===== src/rtl/rf_arbiter.sv =====
// Two-requester round-robin arbiter in front of a single-port register file.
// Writes complete in the grant cycle; reads return a registered one-cycle response.
module rf_arbiter #(
    parameter int addr_width = 3,
    parameter int data_width = 8
) (
    input  logic                  clk,
    input  logic                  reset,

    input  logic                  req0_valid,
    input  logic                  req0_we,
    input  logic [addr_width-1:0] req0_addr,
    input  logic [data_width-1:0] req0_wdata,
    output logic                  req0_ready,

    input  logic                  req1_valid,
    input  logic                  req1_we,
    input  logic [addr_width-1:0] req1_addr,
    input  logic [data_width-1:0] req1_wdata,
    output logic                  req1_ready,

    output logic                  rsp0_valid,
    output logic [data_width-1:0] rsp0_data,
    output logic                  rsp1_valid,
    output logic [data_width-1:0] rsp1_data,

    output logic                  rf_w_en,
    output logic [addr_width-1:0] rf_w_addr,
    output logic [data_width-1:0] rf_w_data,
    output logic [addr_width-1:0] rf_r_addr,
    input  logic [data_width-1:0] rf_r_data,

    output logic [15:0]           conflict_cnt
);

    logic                  r_ptr;
    logic [addr_width-1:0] r_raddr;
    logic                  r_rsp0_valid;
    logic [data_width-1:0] r_rsp0_data;
    logic                  r_rsp1_valid;
    logic [data_width-1:0] r_rsp1_data;
    logic [15:0]           r_conflict_cnt;

    logic                  w_both;
    logic                  w_gnt0;
    logic                  w_gnt1;
    logic                  w_rd0;
    logic                  w_rd1;
    logic [addr_width-1:0] w_gnt_addr;

    // A lone requester always wins; under contention the pointer decides.
    assign w_both = req0_valid & req1_valid;
    assign w_gnt0 = ~reset & req0_valid & (~req1_valid | ~r_ptr);
    assign w_gnt1 = ~reset & req1_valid & (~req0_valid |  r_ptr);

    assign req0_ready = w_gnt0;
    assign req1_ready = w_gnt1;

    assign w_rd0      = w_gnt0 & ~req0_we;
    assign w_rd1      = w_gnt1 & ~req1_we;
    assign w_gnt_addr = w_gnt1 ? req1_addr : req0_addr;

    assign rf_w_en   = (w_gnt0 & req0_we) | (w_gnt1 & req1_we);
    assign rf_w_addr = w_gnt_addr;
    assign rf_w_data = w_gnt1 ? req1_wdata : req0_wdata;

    // Outputs are masked by reset so a response captured just before reset never shows.
    assign rf_r_addr    = reset ? '0 : ((w_rd0 | w_rd1) ? w_gnt_addr : r_raddr);
    assign rsp0_valid   = r_rsp0_valid & ~reset;
    assign rsp1_valid   = r_rsp1_valid & ~reset;
    assign rsp0_data    = reset ? '0 : r_rsp0_data;
    assign rsp1_data    = reset ? '0 : r_rsp1_data;
    assign conflict_cnt = reset ? '0 : r_conflict_cnt;

    always_ff @(posedge clk) begin
        if (reset) begin
            r_ptr <= 1'b0;
        end else if (w_gnt0) begin
            r_ptr <= 1'b1;
        end else if (w_gnt1) begin
            r_ptr <= 1'b0;
        end
    end

    always_ff @(posedge clk) begin
        if (reset) begin
            r_raddr <= '0;
        end else if (w_rd0 | w_rd1) begin
            r_raddr <= w_gnt_addr;
        end
    end

    always_ff @(posedge clk) begin
        if (reset) begin
            r_rsp0_valid <= 1'b0;
            r_rsp0_data  <= '0;
        end else begin
            r_rsp0_valid <= w_rd0;
            if (w_rd0) begin
                r_rsp0_data <= rf_r_data;
            end
        end
    end

    always_ff @(posedge clk) begin
        if (reset) begin
            r_rsp1_valid <= 1'b0;
            r_rsp1_data  <= '0;
        end else begin
            r_rsp1_valid <= w_rd1;
            if (w_rd1) begin
                r_rsp1_data <= rf_r_data;
            end
        end
    end

    always_ff @(posedge clk) begin
        if (reset) begin
            r_conflict_cnt <= '0;
        end else if (w_both && (r_conflict_cnt != 16'hFFFF)) begin
            r_conflict_cnt <= r_conflict_cnt + 16'd1;
        end
    end

endmodule


===== config.mk =====
export PLATFORM = sky130hd
export DESIGN_NAME = rf_arbiter
export DESIGN_NICKNAME = d
export VERILOG_FILES = /design/src/rtl/rf_arbiter.sv
export SDC_FILE = /design/constraint.sdc
export NUM_CORES = 1
export LEC_CHECK = 0
export BUFFER_PORTS_ARGS = -buffer_cell sky130_fd_sc_hd__buf_2
export CAP_MARGIN = 40
export CORE_MARGIN = 1.5
export CORE_UTILIZATION = 44
export CTS_BUF_LIST = sky130_fd_sc_hd__clkbuf_8
export DETAILED_ROUTE_END_ITERATION = 16
export GPL_TIMING_DRIVEN = 1
export PLACE_DENSITY = 0.9
export SYNTH_ARGS = -nofsm -noshare
export SYNTH_HDL_FRONTEND = slang
export SYNTH_SLANG_ARGS = --single-unit

===== constraint.sdc =====
create_clock -name clk -period 1.8 [get_ports clk]
set_clock_uncertainty 0.1 [all_clocks]
set_input_delay 0 -clock clk [delete_from_list [all_inputs] [get_ports clk]]
set_output_delay 0 -clock clk [all_outputs]
set_load 0.01 [all_outputs]

Yosys cells after proc, flatten, opt, wreduce, memory -nomap -nowiden
Cells that the tools add are included.
{"block": "word_totals", "elab_cells": 41, "output_inout_bits": 51, "regBits": 38, "input_bits": 36}
{"block": "classes", "eq_ne": 1, "mux": 9, "bitwise_logic": 21, "reduce_logical": 2, "n_addsub": 1}
{"cell": "$mux 8", "n": 3}
{"cell": "$add 16x1->16 const B", "n": 1}
{"cell": "$mux 16", "n": 1}
{"cell": "$ne 16x16->1 const B", "n": 1}
{"cell": "$and 1x1->1", "n": 11}
{"cell": "$mux 3", "n": 3}
{"cell": "$not 1->1", "n": 6}
{"cell": "$or 1x1->1", "n": 4}
{"cell": "$mux 1", "n": 2}
{"cell": "$reduce_bool 2->1", "n": 1}
{"cell": "$logic_and 1x1->1", "n": 1}

Depth between registers and ports, before layout
Gate-level depths: netlist of the first run.
{"block": "depth", "depth_word": 7, "mapped_depth": 6, "depth_no_buf": 5}

Worst setup path after synthesis of the first run
No wires, ideal clock.
{"block": "synth_timing", "path_kind": "flip-flop to flip-flop", "startpoint": "reg r_conflict_cnt[0]", "endpoint": "reg r_conflict_cnt[14]", "setup_slack_ns": -0.059, "required_time_ns": 1.579, "n_path_buf": 0, "arrival_time_ns": 1.638, "synth_period_minus_slack_ns": 1.859, "stages_incl_launch_ff": 6, "setup_time_ns": 0.121, "cell_sequence": "dfxtp_1 -> ha_1 -> nand4_1 -> or2_2 -> nor3_1 -> mux2_2"}
{"block": "synth_between", "elab_chain_len": 2, "elab_cells_between_ends": 3, "cone_classes": "1 x add/sub; 1 x eq/ne; 1 x reduce/logical"}
{"item": "start: declaration", "line_no": "42", "rtl": "logic [15:0] r_conflict_cnt;"}
{"item": "start signal: assignment", "line_no": "121", "rtl": "r_conflict_cnt <= r_conflict_cnt + 16'd1;"}
{"item": "branches (longest 2 deep; another with $add 16x1->16)"}
Parallel ways; which one is timed is not known.
A chain may end at the register's enable or synchronous reset.

Final worst setup path of the first run
{"block": "layout_timing", "startpoint": "reg r_ptr", "endpoint": "out rf_r_addr[0]"}
{"block": "layout_between", "elab_chain_len": 7, "elab_cells_between_ends": 11, "cone_classes": "3 x mux; 8 x bitwise"}
{"item": "start: declaration", "line_no": "36", "rtl": "logic r_ptr;"}
{"item": "start signal: assignment", "line_no": "77", "rtl": "r_ptr <= 1'b0;"}
{"item": "start signal: assignment", "line_no": "79", "rtl": "r_ptr <= 1'b1;"}
{"item": "start signal: assignment", "line_no": "81", "rtl": "r_ptr <= 1'b0;"}
{"item": "$not 1->1", "line_no": "53", "rtl": "assign w_gnt0 = ~reset & req0_valid & (~req1_valid | ~r_ptr);"}
{"item": "$or 1x1->1", "line_no": "53"}
{"item": "$and 1x1->1", "line_no": "53"}
{"item": "$and 1x1->1", "line_no": "59", "rtl": "assign w_rd0 = w_gnt0 & ~req0_we;"}
{"item": "$or 1x1->1", "line_no": "68", "rtl": "assign rf_r_addr = reset ? '0 : ((w_rd0 | w_rd1) ? w_gnt_addr : r_raddr);"}
{"item": "$mux 3 (*)"}
{"item": "$mux 3 (*)", "line_no": "68"}
{"item": "end: declaration", "line_no": "30", "rtl": "output logic [addr_width-1:0] rf_r_addr,"}
Every way passes the cells marked *; elsewhere a longest branch is shown, timed or not.

==> results.rst, run 1 <==
.. list-table::
   :header-rows: 1

   * - Metric
     - Value
   * - Worst setup margin
     - -21.00 ps
   * - Worst path required time
     - 1700 ps
   * - Final worst-path cycle share
     - 101.2%
   * - Number of vias after detailed routing
     - 2143
   * - Root Driver
     - sky130_fd_sc_hd__clkbuf_8
   * - Largest driver fanout on the critical path
     - 4
   * - Cell taking the most area after synthesis
     - sky130_fd_sc_hd__dfxtp_1
   * - Switching power summed over all nets
     - 0.4791 mW
   * - Violated checks
     - setup timing
   * - Number of ports placed on the die boundary
     - 87
   * - Number of violations reported at the end of detailed-routing iteration 0
     - 139
   * - Leading cell type in the layout, fill and taps excluded
     - sky130_fd_sc_hd__buf_2
   * - Register bit count reported by yosys
     - 38
   * - Total clock buffers created by CTS
     - 5
   * - Core Region
     - 4115 um^2
   * - Effective utilization at floorplan
     - 47.25%
   * - TNS Setup
     - -21.00 ps
   * - Unique masters post-synth
     - 37
   * - Wire length after detailed routing
     - 6.165 mm
   * - Worst min-delay path class
     - in -> reg
   * - Share of post-route cells with drive strength above 1
     - 51.27%
   * - Sort of element at the start of the critical path
     - flip-flop
   * - Tightest slew margin relative to the limit
     - 68.13%
   * - Synthesis-to-finish area growth
     - 59.46%
   * - Pin count of the biggest net entering global routing
     - 40
   * - Initial antenna violation count
     - 0
   * - # setup viols final
     - 1
   * - Worst setup path startpoint
     - r_ptr$_SDFFE_PP0P_
   * - Number of H-tree branching levels
     - 2
   * - CTS max path bufs
     - 2
   * - Part of the Yosys area used for sequential elements
     - 39.12%
   * - Final instance area
     - 3100 um^2
   * - Critical path class
     - reg -> out
   * - Switching share of power
     - 22.68%
   * - N_diodes
     - 0
   * - Combinational share of power
     - 16.0%
   * - Critical path data arrival time
     - 1720 ps
   * - Asr flop ratio synth
     - 0%
   * - Worst IR drop on VDD
     - 0.4524 mV
   * - DRC viols
     - 0
   * - Detailed-router iteration count before antenna repair
     - 4
   * - Post-route minimum period
     - 1821 ps
   * - Final Wtd Congestion
     - 0.8561
   * - Die Outline Area
     - 4827 um^2
   * - Residual overflow from global routing
     - 0
   * - Via density per instance
     - 5.291
   * - Slew of the pin with the lowest slew margin
     - 474.4 ps
   * - Setup repair after global routing missed its margin
     - true
   * - Die Span X
     - 69.48 um
   * - Row count
     - 23
   * - Endpoint class of the critical path
     - primary output
   * - Relative contribution of sequential cells to total power
     - 41.7%
   * - Max-cap violations
     - 0
   * - Clock network fraction of total power
     - 42.2%
   * - CTS tree
     - done
   * - Clock-pin slew on the worst setup and hold paths
     - 80 ps
   * - Insertion delay of the later-clocked pin in the worst-skew pair
     - 290 ps
   * - Primary flip-flop cell chosen by synthesis mapping
     - sky130_fd_sc_hd__dfxtp_1
   * - Placement-stage cell area
     - 2510 um^2
   * - Syn Inst Count
     - 224
   * - Most frequent cells in the layout
     - sky130_fd_sc_hd__buf_2 (86), sky130_fd_sc_hd__nand2_1 (39), sky130_fd_sc_hd__nor2b_1 (33)
   * - Clk sink count
     - 38
   * - Net Count, Synth
     - 261
   * - Final hold viol count
     - 0
   * - Via count of the first global-routing pass
     - 2125
   * - Post-detail-place hpwl
     - 3.676 mm
   * - Top-area cell type share of the netlist area
     - 39.12%
   * - Total leakage power
     - 1.511 nW
   * - Max-slew violation total from the final report
     - 0
   * - Capturing element of the worst setup path
     - rf_r_addr[0]
   * - Number of enable flip-flop cells after synthesis
     - 0
   * - Antenna-violating nets left
     - 0
   * - Syn_area_per_cell
     - 8.680 um^2
   * - Cell depth of the worst flop-to-flop path
     - 6
   * - Internal power
     - 1.633 mW
   * - Wirelength per Cell
     - 15.22 um
   * - Post-synthesis instance area
     - 1944 um^2
   * - Chip Height
     - 69.48 um
   * - Fill cell total of the finished layout
     - 285
   * - Port Buffer Count
     - 86
   * - Final net count
     - 391
   * - Total track usage
     - 24.68%
   * - Pwr per Cell Area
     - 681.3 nW/um^2
   * - Sequential cell area
     - 774.5 um^2
   * - Status
     - finished with violations
   * - Global-route wire length before repair
     - 9.666 mm
   * - Max Freq
     - 0.5491 GHz
   * - End of the worst register-to-register path
     - r_conflict_cnt[11]$_SDFFE_PP0P_
   * - Register-to-register setup slack
     - 0 ps
   * - Reg-to-reg critical path startpoint
     - r_conflict_cnt[1]$_SDFFE_PP0P_
   * - Main area contributors after synthesis
     - sky130_fd_sc_hd__dfxtp_1 (39%), sky130_fd_sc_hd__mux2_2 (12%), sky130_fd_sc_hd__nor2b_1 (11%), sky130_fd_sc_hd__nand2_1 (7.5%), sky130_fd_sc_hd__nor3_1 (2.6%)
   * - Total number of yosys warnings
     - 0
   * - Combined area of the multi-input logic cells
     - 1266 um^2
power groups by stage:
| stage | clock network (mW) | registers (mW) | logic [mW] |
|---|---|---|---|
| 5_1_grt | 0.944 | 0.884 | 0.366 |
| 4_1_cts | 0.902 | 0.880 | 0.313 |
| 3_3_place_gp | 0 | 0.897 | 0.245 |
| 2_1_floorplan | 0 | 0.897 | 0.143 |
| 3_5_place_dp | 0 | 0.899 | 0.255 |
| 6_report | 0.892 | 0.882 | 0.338 |
worst max-delay path: stages, from the launching register on:
cell and delay (ps):
sky130_fd_sc_hd__dfxtp_4 370, sky130_fd_sc_hd__nor2b_2 150, sky130_fd_sc_hd__nor3_4 70, sky130_fd_sc_hd__or2_4 290, sky130_fd_sc_hd__a311oi_4 350, sky130_fd_sc_hd__buf_2 200
logic make-up after synthesis:
| logic type | count (synthesis) | share of synthesized area (%) |
|---|---|---|
| buffers and inverters | 15 | 3.732 |
| AOI/OAI and AO/OA | 23 | 8.816 |
| DFF | 38 | 39.12 |
| muxes | 23 | 13.26 |
| xor gates and xnor gates | 1 | 0.4505 |
| and+or+nand+nor | 123 | 33.98 |
| adders and majority gates | 1 | 0.6434 |
what timing repair did:
action | in CTS | in global routing
gates resized for setup | 19 | 22
pin swaps | 9 | 5
cloned | 0 | 0
buffers inserted | 10 | 6
endpoints found under the hold margin | 20 | 0
hold buffers | 15 | 0
setup endpoints to repair | 26 | 18
metrics by stage:
stage	util, %	worst slack (ps)	power, mW	hold slack [ps]	std cells
6_report	75.34	-21.00	2.112	14.84	405
5_1_grt	75.34	-86.50	2.195	23.85	405
4_1_cts	72.12	-70.67	2.095	5.772	399
3_5_place_dp	60.99	-37.49	1.154	142.7	366
3_3_place_gp	60.99	22.65	1.142	140.8	366
2_1_floorplan	-	3.559	1.040	-0.9428	224
worst min path at each step:
stage | slack (ps) | endpoint | startpoint | cells after the start
finish | 10 | r_ptr$_SDFFE_PP0P_ | req1_valid | 3
global route | 20 | r_ptr$_SDFFE_PP0P_ | req1_valid | 3
CTS | 6 | r_ptr$_SDFFE_PP0P_ | req1_valid | 3
detailed placement | 140 | r_rsp0_data[6]$_SDFFE_PP0P_ | rf_r_data[6] | 2
global placement | 140 | r_rsp1_data[4]$_SDFFE_PP0P_ | rf_r_data[4] | 2
floorplan | -0.9 | req0_ready | req1_valid | 1
synthesized netlist by cell type, drive strengths merged, types with 2 or more instances:
master and count:
nand2 39, dfxtp 38, nor2b 34, mux2 22, nor3 11, nor2 9, a21oi 7, o21ai 7
buf 6, nand4 6, clkbuf 5, nand3 5, inv 4, nand2b 4, or3 4, a311oi 3
or2 3, a211oi 2, and3 2, and4 2, o41ai 2
area by class of cell:
class / count / area share, %
Timing Repair Buffer: 134 / 27.08
Clock inverter: 2 / 1.937
Tap cell: 50 / 2.018
Multi-Input combinational cell: 171 / 40.84
Clock buffer: 6 / 2.663
Sequential cell: 38 / 24.98
Inverter: 4 / 0.4843
registers in the layout (all words and copies together), names as in the netlist:
register and flops:
r_ptr 1, r_rsp1_valid 1, r_rsp0_valid 1, r_rsp0_data 8, r_rsp1_data 8, r_raddr 3, r_conflict_cnt 16
per-layer routing:
layer	routed length, um	global-route usage [%]	vias up	part of all wire [%]
met5	0	0	-	0
met4	144	10.68	0	2.3
met3	372	6.250	17	6.0
met2	3265	45.41	89	53
met1	2382	26.43	998	39
li1	-	-	1039	-
Power figures use the tool's default switching activity.
==> run 2: changes to the inputs <==
--- a/config.mk
+++ b/config.mk
@@ -5,11 +5,13 @@
 export SDC_FILE = /design/constraint.sdc
 export NUM_CORES = 1
 export LEC_CHECK = 0
+export ABC_AREA = 1
 export BUFFER_PORTS_ARGS = -buffer_cell sky130_fd_sc_hd__buf_2
 export CAP_MARGIN = 40
 export CORE_MARGIN = 1.5
-export CORE_UTILIZATION = 44
+export CORE_UTILIZATION = 45
 export CTS_BUF_LIST = sky130_fd_sc_hd__clkbuf_8
+export CTS_CLUSTER_SIZE = 8
 export DETAILED_ROUTE_END_ITERATION = 16
 export GPL_TIMING_DRIVEN = 1
 export PLACE_DENSITY = 0.9
==> results.rst, run 2 <==
.. list-table::
   :header-rows: 1

   * - Metric
     - Value
   * - Number of flip-flops in the largest register
     - 16 (unchanged)
   * - Clk sink count
     - 38 (unchanged)
   * - Critical path class
     - in -> out
   * - Final worst hold slack
     - -3.293 ps (-18.13 ps)
   * - Total track usage
     - 22.90% (-1.8 points)
   * - Final instance area
     - 2865 um^2 (-7.6%)
   * - Violated checks
     - hold timing
   * - Combined area of the multi-input logic cells
     - 1076 um^2 (-15%)
   * - Antenna-violating nets left
     - 0 (unchanged)
   * - Worst min-delay path class
     - in -> reg
   * - Wirelength per Cell
     - 11.61 um (-24%)
   * - Total number of yosys warnings
     - 0 (unchanged)
   * - Clock-pin slew on the worst setup and hold paths
     - 80 ps (about the same)
   * - Critical path data arrival time
     - 1580 ps (-140 ps)
   * - Post-synthesis instance area
     - 2117 um^2 (+8.9%)
   * - N_diodes
     - 0 (unchanged)
   * - Chip Height
     - 71.59 um (+3.0%)
   * - Fill cell total of the finished layout
     - 387 (+36%)
   * - Final net count
     - 474 (+21%)
   * - Largest driver fanout on the critical path
     - 18 (+14)
   * - Wire length after detailed routing
     - 5.688 mm (-7.7%)
   * - Final worst-path cycle share
     - 93.43% (-7.7 points)
   * - Post-detail-place hpwl
     - 3.745 mm (+1.9%)
   * - Total leakage power
     - 1.423 nW (-5.8%)
   * - Endpoint class of the critical path
     - primary output
   * - Highest routed layer
     - met4
   * - Main area contributors after synthesis
     - sky130_fd_sc_hd__dfxtp_1 (36%), sky130_fd_sc_hd__nand2_1 (13%), sky130_fd_sc_hd__nor2_1 (13%), sky130_fd_sc_hd__inv_1 (9.9%), sky130_fd_sc_hd__a21oi_1 (6.6%)
   * - Net Count, Synth
     - 374 (+43%)
   * - Status
     - finished with violations
   * - Syn_area_per_cell
     - 6.282 um^2 (-28%)
   * - Residual overflow from global routing
     - 0 (unchanged)
   * - Number of violations reported at the end of detailed-routing iteration 0
     - 129 (-7.2%)
   * - Die Span X
     - 71.59 um (+3.0%)
   * - Hold path cells
     - 5 (+2)
   * - Part of the Yosys area used for sequential elements
     - 35.93% (-3.2 points)
   * - Syn Inst Count
     - 337 (+50%)
   * - Final Wtd Congestion
     - 0.8276 (-3.3%)
   * - Insertion delay of the later-clocked pin in the worst-skew pair
     - 290 ps (about the same)
   * - Leading cell type in the layout, fill and taps excluded
     - sky130_fd_sc_hd__buf_2
   * - Unique masters post-synth
     - 26 (-30%)
   * - Share of post-route cells with drive strength above 1
     - 27.40% (-24 points)
   * - Leading post-synthesis cells by instance count
     - sky130_fd_sc_hd__nand2_1 (73), sky130_fd_sc_hd__nor2_1 (73), sky130_fd_sc_hd__inv_1 (56)
   * - Post-route minimum period
     - 1682 ps (-139.3 ps)
   * - Pwr per Cell Area
     - 670.5 nW/um^2 (-1.6%)
   * - Max-slew violation total from the final report
     - 0 (unchanged)
   * - Top-area cell type share of the netlist area
     - 35.93% (-3.2 points)
   * - Hold wc startpoint
     - req1_addr[0]
   * - Register-to-register setup slack
     - 210 ps (+210 ps)
   * - DRC viols
     - 0 (unchanged)
   * - Biggest registers after layout
     - r_conflict_cnt x16, r_rsp0_data x8, r_rsp1_data x8
   * - # setup viols final
     - 0 (-1)
   * - Detail Route met3 WL
     - 364 um (-2.2%)
   * - Register bit count reported by yosys
     - 38 (unchanged)
   * - CTS max path bufs
     - 2 (unchanged)
   * - Number of vias after detailed routing
     - 2371 (+11%)
   * - Routed length on met2
     - 2.854 mm (-13%)
   * - Core Region
     - 4444 um^2 (+8.0%)
   * - End of the worst register-to-register path
     - r_conflict_cnt[11]$_SDFFE_PP0P_
   * - Worst setup margin
     - 118.3 ps (+139.3 ps)
   * - Sequential cell area
     - 762.0 um^2 (-1.6%)
   * - Worst IR drop on VDD
     - 0.4452 mV (-1.6%)
   * - Sort of element at the start of the critical path
     - input port
   * - Number of enable flip-flop cells after synthesis
     - 0 (unchanged)
   * - Total Power
     - 1.921 mW (-9.0%)
   * - Via density per instance
     - 4.839 (-8.6%)
   * - Cell taking the most area after synthesis
     - sky130_fd_sc_hd__dfxtp_1
   * - Util after Layout
     - 64.47% (-11 points)
   * - Asr flop ratio synth
     - 0% (unchanged)
   * - Port Buffer Count
     - 86 (unchanged)
   * - Worst path required time
     - 1700 ps (about the same)
   * - Final hold viol count
     - 1 (+1)
   * - Primary flip-flop cell chosen by synthesis mapping
     - sky130_fd_sc_hd__dfxtp_1
   * - Placement-stage cell area
     - 2557 um^2 (+1.9%)
   * - Slew of the pin with the lowest slew margin
     - 695.0 ps (+220.5 ps)
   * - Global-route wire length before repair
     - 9.259 mm (-4.2%)
   * - Synthesis-to-finish area growth
     - 35.34%
   * - Max Freq
     - 0.5946 GHz (+8.3%)
   * - Die Outline Area
     - 5125 um^2 (+6.2%)
   * - Detailed-router iteration count before antenna repair
     - 6 (+2)
   * - Reg-to-reg critical path startpoint
     - r_conflict_cnt[1]$_SDFFE_PP0P_
   * - Root Driver
     - sky130_fd_sc_hd__clkbuf_8
   * - Tightest slew margin relative to the limit
     - 53.67% (-14 points)
   * - Worst slack, placed
     - 189.8 ps (+227.2 ps)
   * - Row count
     - 24 (+4.3%)
   * - Number of ports placed on the die boundary
     - 87 (unchanged)
   * - Number of H-tree branching levels
     - 2 (unchanged)
   * - Most frequent cells in the layout
     - sky130_fd_sc_hd__buf_2 (86), sky130_fd_sc_hd__nand2_1 (72), sky130_fd_sc_hd__nor2_1 (71)
   * - Cell depth of the worst flop-to-flop path
     - 7 (+1)
   * - Pin count of the biggest net entering global routing
     - 35 (-13%)
   * - Worst hold path endpoint
     - r_raddr[0]$_DFF_P_
   * - Initial antenna violation count
     - 0 (unchanged)
   * - CTS tree
     - done
   * - Post-route met1 wirelength
     - 2.376 mm (-0.25%)
   * - Total clock buffers created by CTS
     - 5 (unchanged)
   * - Via count of the first global-routing pass
     - 2173 (+2.3%)
   * - Max-cap violations
     - 0 (unchanged)
   * - Largest Register
     - r_conflict_cnt
   * - Effective utilization at floorplan
     - 47.64% (+0.39 points)
[run 2: cell types whose count changed after synthesis, sizes merged, moves of 3 or more]
cell,delta
a21oi,+21
nor2,+71
a311oi,-3
nand3,+10
or2,-3
nor3,-9
mux2,-22
o21ai,+13
nand2b,-4
nand2,+39
inv,+53
or3,-4
nor2b,-34
[run 2: metrics by stage]
stage	TNS [ps]	cells	hold WS, ps
final	0	490	-3.293
after global routing	-4.468	490	36.81
after CTS	0	490	30.79
after detailed placement	0	466	115.8
after global placement	0	466	112.9
after floorplan	0	337	-30.96
[run 2: power by group]
part           internal, mW  switching, mW  total [mW]
sequential            0.869         0.0111       0.880
combinational         0.130          0.173       0.304
clock                 0.412          0.325       0.737
total                  1.41          0.509        1.92
[run 2: how the worst max path moves through the flow]
| stage | from | endpoint | slack, ps | cells past startpoint |
|---|---|---|---|---|
| finish | req0_valid | rf_r_addr[2] | 120 | 10 |
| global route | r_ptr$_SDFFE_PP0P_ | rf_r_addr[0] | -4 | 10 |
| CTS | r_ptr$_SDFFE_PP0P_ | rf_w_en | 1 | 7 |
| detailed placement | r_ptr$_SDFFE_PP0P_ | rf_r_addr[2] | 190 | 10 |
| global placement | r_ptr$_SDFFE_PP0P_ | rf_r_addr[2] | 270 | 10 |
| floorplan | r_conflict_cnt[0]$_SDFFE_PP0P_ | r_conflict_cnt[11]$_SDFFE_PP0P_ | 350 | 7 |
[run 2: routing by layer]
layer	vias to the layer above	track usage, %
met4	0	9.015
met2	87	41.95
met3	7	5.204
met5	-	0
met1	1050	25.64
li1	1227	-
[run 2: what timing repair did]
| item | in CTS | in global routing |
|---|---|---|
| hold endpoints to repair | 26 | 0 |
| setup buffers | 1 | 0 |
| pin swaps | 0 | 1 |
| hold buffers | 15 | 0 |
| resized for setup | 2 | 12 |
| endpoints found under the setup margin | 3 | 13 |
[run 2: layout make-up]
cell class / instances / share of cell area (%)
Inverter: 58 / 8.035
Clock inverter: 3 / 1.572
Timing Repair Buffer: 104 / 21.57
Sequential cell: 38 / 26.59
Multi-Input combinational cell: 230 / 37.55
Clock buffer: 5 / 2.402
Tap cell: 52 / 2.271
[run 2: worst max-delay path, cell delays in order]
cell and delay [ps]:
sky130_fd_sc_hd__buf_2 120, sky130_fd_sc_hd__dlygate4sd3_1 560, sky130_fd_sc_hd__inv_1 60, sky130_fd_sc_hd__nor2_2 200
sky130_fd_sc_hd__nand2_4 160, sky130_fd_sc_hd__nand2_2 160, sky130_fd_sc_hd__nand2_1 60, sky130_fd_sc_hd__nand2_1 60
sky130_fd_sc_hd__nor2_1 60, sky130_fd_sc_hd__buf_2 130
[run 2: logic make-up after synthesis]
family,count (synthesis),synth area share (%)
flops,38,35.93
compound gates,50,12.06
simple gates,179,37.59
fa+ha+maj,1,0.5909
buf+inv,69,13.83
